File: src/rtl/definitions.sv
// Project-wide types and helpers shared by the launcher blocks.
package definitions;

    localparam int RUNS_BITS = 4;

    typedef enum logic [2:0] {
        ST_IDLE     = 3'd0,
        ST_LAUNCH   = 3'd1,
        ST_WAIT_ACK = 3'd2,
        ST_NEXT     = 3'd3,
        ST_FINISH   = 3'd4
    } launch_state_e;

    // A requested batch of zero launches still launches the core once.
    function automatic logic [RUNS_BITS-1:0] norm_runs(input logic [RUNS_BITS-1:0] r);
        if (r == {RUNS_BITS{1'b0}}) begin
            return {{(RUNS_BITS-1){1'b0}}, 1'b1};
        end else begin
            return r;
        end
    endfunction

endpackage

File: src/rtl/sat_counter.sv
// Up-counter that pins at all-ones instead of wrapping; clear wins over enable.
module sat_counter #(
    parameter int WIDTH = 16
) (
    input  logic             clock,
    input  logic             reset,
    input  logic             clear,
    input  logic             enable,
    output logic [WIDTH-1:0] count
);

    // Count register with synchronous clear and saturation at all-ones.
    always_ff @(posedge clock or posedge reset) begin
        if (reset) begin
            count <= {WIDTH{1'b0}};
        end else if (clear) begin
            count <= {WIDTH{1'b0}};
        end else if (enable && (count != {WIDTH{1'b1}})) begin
            count <= count + {{(WIDTH-1){1'b0}}, 1'b1};
        end else begin
            count <= count;
        end
    end

endmodule

File: src/rtl/req_launcher.sv
// Launches a core with a registered req strobe, waits for its done level to rise,
// and reports per-run latency, batch progress and a sticky timeout flag.
module req_launcher
    import definitions::*;
#(
    parameter int REQ_CYCLES     = 4,
    parameter int TIMEOUT_CYCLES = 4095,
    parameter int CNT_BITS       = 16
) (
    input  logic                clock,
    input  logic                reset,
    input  logic                go,
    input  logic [3:0]          runs,
    input  logic                ack,
    output logic                req,
    output logic                busy,
    output logic                finish,
    output logic                timeout,
    output logic [CNT_BITS-1:0] cycles,
    output logic [3:0]          runs_done
);

    localparam logic [3:0]  LAUNCH_LAST = 4'(REQ_CYCLES - 1);
    localparam logic [31:0] TIMEOUT_LIM = 32'(TIMEOUT_CYCLES);

    launch_state_e       state_r;
    launch_state_e       state_n_s;
    logic [3:0]          launch_cnt_r;
    logic [3:0]          runs_cap_r;
    logic                ack_prev_r;
    logic                ack_rise_s;
    logic                launch_last_s;
    logic                timeout_hit_s;
    logic                wait_clr_s;
    logic [CNT_BITS-1:0] wait_cnt_s;

    // A done level left high from an earlier run must fall before it can count again.
    assign ack_rise_s    = ack & ~ack_prev_r;
    assign launch_last_s = (launch_cnt_r == LAUNCH_LAST);
    assign timeout_hit_s = (32'(wait_cnt_s) >= TIMEOUT_LIM);
    assign wait_clr_s    = (state_r != ST_WAIT_ACK);

    sat_counter #(
        .WIDTH (CNT_BITS)
    ) u_wait_cnt (
        .clock  (clock),
        .reset  (reset),
        .clear  (wait_clr_s),
        .enable (1'b1),
        .count  (wait_cnt_s)
    );

    // Next-state selection; a rising ack takes priority over the timeout.
    always_comb begin
        state_n_s = state_r;
        case (state_r)
            ST_IDLE: begin
                if (go) begin
                    state_n_s = ST_LAUNCH;
                end else begin
                    state_n_s = ST_IDLE;
                end
            end
            ST_LAUNCH: begin
                if (launch_last_s) begin
                    state_n_s = ST_WAIT_ACK;
                end else begin
                    state_n_s = ST_LAUNCH;
                end
            end
            ST_WAIT_ACK: begin
                if (ack_rise_s) begin
                    state_n_s = ST_NEXT;
                end else if (timeout_hit_s) begin
                    state_n_s = ST_FINISH;
                end else begin
                    state_n_s = ST_WAIT_ACK;
                end
            end
            ST_NEXT: begin
                if (runs_done < runs_cap_r) begin
                    state_n_s = ST_LAUNCH;
                end else begin
                    state_n_s = ST_FINISH;
                end
            end
            ST_FINISH: begin
                state_n_s = ST_IDLE;
            end
            default: begin
                state_n_s = ST_IDLE;
            end
        endcase
    end

    // State register and strobes, registered from the next state so they align with it.
    always_ff @(posedge clock or posedge reset) begin
        if (reset) begin
            state_r <= ST_IDLE;
            req     <= 1'b0;
            busy    <= 1'b0;
            finish  <= 1'b0;
        end else begin
            state_r <= state_n_s;
            req     <= (state_n_s == ST_LAUNCH);
            busy    <= (state_n_s == ST_LAUNCH) || (state_n_s == ST_WAIT_ACK) ||
                       (state_n_s == ST_NEXT);
            finish  <= (state_n_s == ST_FINISH);
        end
    end

    // Launch-length counter and ack history; history reads high for the whole launch.
    always_ff @(posedge clock or posedge reset) begin
        if (reset) begin
            launch_cnt_r <= 4'd0;
            ack_prev_r   <= 1'b1;
        end else begin
            if ((state_r == ST_LAUNCH) && !launch_last_s) begin
                launch_cnt_r <= launch_cnt_r + 4'd1;
            end else begin
                launch_cnt_r <= 4'd0;
            end
            if (state_n_s == ST_LAUNCH) begin
                ack_prev_r <= 1'b1;
            end else begin
                ack_prev_r <= ack;
            end
        end
    end

    // Batch bookkeeping: capture on go, record each completion, flag an abort.
    always_ff @(posedge clock or posedge reset) begin
        if (reset) begin
            runs_cap_r <= 4'd0;
            runs_done  <= 4'd0;
            timeout    <= 1'b0;
            cycles     <= {CNT_BITS{1'b0}};
        end else if ((state_r == ST_IDLE) && go) begin
            runs_cap_r <= norm_runs(runs);
            runs_done  <= 4'd0;
            timeout    <= 1'b0;
        end else if ((state_r == ST_WAIT_ACK) && ack_rise_s) begin
            cycles <= wait_cnt_s;
            if (runs_done != 4'd15) begin
                runs_done <= runs_done + 4'd1;
            end else begin
                runs_done <= runs_done;
            end
        end else if ((state_r == ST_WAIT_ACK) && timeout_hit_s) begin
            timeout <= 1'b1;
        end else begin
            runs_cap_r <= runs_cap_r;
        end
    end

endmodule

File: config.mk
export PLATFORM = sky130hd
export DESIGN_NAME = req_launcher
export DESIGN_NICKNAME = d
export VERILOG_FILES = /design/src/rtl/definitions.sv /design/src/rtl/sat_counter.sv /design/src/rtl/req_launcher.sv
export SDC_FILE = /design/constraint.sdc
export NUM_CORES = 1
export LEC_CHECK = 0
export ABC_AREA = 0
export BUFFER_PORTS_ARGS = -buffer_cell sky130_fd_sc_hd__buf_2
export CAP_MARGIN = 10
export CORE_MARGIN = 5
export CORE_UTILIZATION = 50
export DETAILED_ROUTE_END_ITERATION = 7
export PLACE_DENSITY = 0.73
export SLEW_MARGIN = 10
export SYNTH_ARGS = -nofsm -noshare
export SYNTH_HDL_FRONTEND = slang
export SYNTH_SLANG_ARGS = --single-unit
File: constraint.sdc
create_clock -name clock -period 2.4 [get_ports clock]
set_clock_uncertainty 0.05 [all_clocks]
set_input_delay 0.12 -clock clock [delete_from_list [all_inputs] [get_ports clock]]
set_output_delay 0.12 -clock clock [all_outputs]
set_load 0.01 [all_outputs]
==> flow_summary.yaml <==
floorplan:
  die_w_um: 80.6
  die_h_um: 80.6
  core-area_mm2: 0.00479
  dieArea_mm2: 0.00649
  ios: 32
  num_rows: 25
  initial_core_util: 0.521
clock_network:
  root_buffer: "clkbuf_8"
  cts_sinks: 52
  clk_path_buf_depth: 2
  htree_levels: 2
  clock_latency_ps: 300
  path_clk_slew_ps: 90
  cts_tree: "done"
  cts_setup_buffers: 0
  cts_resized: 0
  cts_buffers: 5
hold_path:
  whs_path_depth: 4
  worstHoldStart: "go"
  min_to: "runs_cap_r[0]"
  hold_path_class: "input port to flip-flop"
logic_synthesis:
  syn-num-nets: 274
  synth_warnings: 0
  syn_area_mm2: 0.00249
  synth.area.top_cells: "dfrtp_1 (51%), nand2_1 (9.5%), ha_1 (3.0%)"
  synth_cell_type_count: 49
  synth_seq_cells: 52
  synth_edf_count: 0
  syn_inst: 260
  yosysTopAreaCellShare: 0.512
  synth-seq-area-share: 0.523
  async_flop_share: 1.00
  synthFlopType: "dfrtp_1"
  yosysTopAreaCell: "dfrtp_1"
  avgSynthCellArea_um2: 9.58
timing:
  max_slew_margin: 0.602
  fmax_mhz: 484
  worstMarginPinSlew_ps: 582
  maxSlewViolCount: 0
  fin_crit_ps: 2070
  worst_slack_ps: 334
  setup-tns-final_ps: 0
  setup_viol: 0
  timing.final.crit_share: 0.861
  rsz0062_at_grt: "false"
  finalHoldViolations: 0
global_route:
  grt_max_degree: 53
  grt_pass1_wl_mm: 9.26
  grt_overflow: 0
  grt_use_total: 0.183
  grt_pass1_vias: 1961
  antenna_found_initial: 0
flow_run:
  drv_cap: 0
finish:
  diodes: 0
  final_cells: 367
  syn2layout_area_growth_pct: 15.8
  drive_gt1_frac: 0.170
  fillers: 438
  nNetsFinal: 313
drt:
  wirelength_mm: 5.19
  dr_wl_met2_mm: 2.40
  first_iter_violations: 126
  vias: 1966
  topRoutingLayerUsed: "met4"
  wl_met1_mm: 2.45
  first_pass_iters: 4
  dr_wl_met3_um: 238
  drc: 0
  vias_per_cell: 5.36
  wl_per_cell_um: 14.1
  final_antenna_net_count: 0
critical_path:
  cp-start-kind: "flip-flop"
  regToRegSetupSlack_ps: 330
  r2r_start: "u_wait_cnt.count[0]"
  worstPathCellList: "ha_1 -> and3_1 -> a41oi_2 -> a221oi_1 -> o2111ai_1"
  slowest_delay_ps: 450
  slowest_stage: "dfrtp_1"
  end_kind: "flip-flop"
  cp_max_fo: 7
  worstPathArrival_ps: 2180
  reg2reg_depth: 5
  required_ps: 2520
  reg2reg_to: "busy"
  setup.worst_path.class: "flip-flop to flip-flop"
pwr:
  vdd_drop_max_mv: 0.432
  p_leak_nw: 1.42
  power_density_mw_per_mm2: 720
placement:
  finalWeightedCongestion: 0.891
  portBuffers: 31
  dp_hpwl_mm: 3.59
  dpl.cell_count: 353
  pre_cts_slack_ps: 354
outcome:
  outcome: "completed"
[cell type report]
type	instances	area, µm²	area share
Sequential cell	52	1300	0.451
Clock inverter	2	35.0	0.0121
Inverter	8	30.0	0.0104
Clock buffer	6	72.6	0.0252
Multi-Input combinational cell	190	1100	0.380
Timing Repair Buffer	42	265	0.0919
Tap cell	67	83.8	0.0291
[state kept, by name, summed over array words and instances (netlist names)]
signal            flops
busy                  1
runs_cap_r            4
req                   1
finish                1
timeout               1
runs_done             4
launch_cnt_r          4
state_r               3
cycles               16
u_wait_cnt.count     16
ack_prev_r            1
[worst max-delay path, delay by kind of cell (launching register included)]
family          cells  cell delay (ps)
compound gates      3              840
fa+ha+maj           1              230
flops               1              450
simple gates        1              360
[cells in the mapped netlist (all sizes together), types with 6 or more instances]
cell type and number:
inv 8, dfrtp 51, nand3 9, a21oi 10, ha 6, nand4 8
o21ai 13, nor2 19, buf 6, nor3 9, nand2 63, or3 6
[through the flow]
stage	instance area, µm²	hold WS [ps]	utilization	power [mW]
after global routing	2890	249	0.603	2.22
final	2890	244	0.603	2.08
after floorplan	2490	163	-	1.37
after detailed placement	2720	139	0.568	1.51
after CTS	2890	233	0.603	2.10
after global placement	2720	137	0.568	1.49
[layout by cell type, fill, tap and decap left out, types with 3 or more instances in the layout]
master,netlist,routed
nand2_1,63,63
ha_1,6,6
clkbuf_8,0,5
buf_4,2,4
inv_1,8,7
o21ai_0,11,11
nand4_1,7,7
buf_2,2,31
dfrtp_1,51,51
nand3_1,9,9
xor2_1,3,3
and4_1,3,3
nor3_1,9,9
nor3b_1,3,3
nor2_1,19,19
dlygate4sd3_1,0,6
a31oi_1,3,3
or3_1,6,6
o31ai_1,4,4
a21oi_1,10,10
[timing repair]
item / in CTS / in global routing
endpoints found under the setup margin: 0 / 0
endpoints found under the hold margin: 56 / 0
hold buffers: 6 / 0
[worst max-delay path by stage]
| stage | start | endpoint | slack [ps] | cells after the start |
|---|---|---|---|---|
| finish | u_wait_cnt.count[0] | busy | 330 | 5 |
| global route | u_wait_cnt.count[0] | busy | 190 | 5 |
| CTS | u_wait_cnt.count[0] | busy | 340 | 5 |
| detailed placement | u_wait_cnt.count[0] | busy | 350 | 5 |
| global placement | u_wait_cnt.count[0] | u_wait_cnt.count[14] | 490 | 5 |
| floorplan | u_wait_cnt.count[0] | u_wait_cnt.count[14] | 620 | 6 |
[report_power, final]
part	leakage [nW]	internal (mW)	switching [mW]	total [mW]
logic	0.666	0.187	0.249	0.436
clock network	0.0552	0.310	0.276	0.586
registers	0.704	0.985	0.0698	1.05
[layer usage]
metal	GRT usage	up-vias
li1	-	992
met1	0.248	924
met2	0.283	42
met3	0.0460	8
met4	0.0693	0
met5	0	-
[cell families after synthesis]
kind of cell / Yosys count / synth area share
AO/OA/AOI/OAI: 44 / 0.116
XOR/XNOR: 4 / 0.0141
adder cells (fa/ha/maj): 6 / 0.0301
buffers and inverters: 18 / 0.0372
flip-flops: 52 / 0.523
multiplexers: 1 / 0.00402
AND/OR/NAND/NOR: 135 / 0.276
Power figures use the tool's default switching activity.
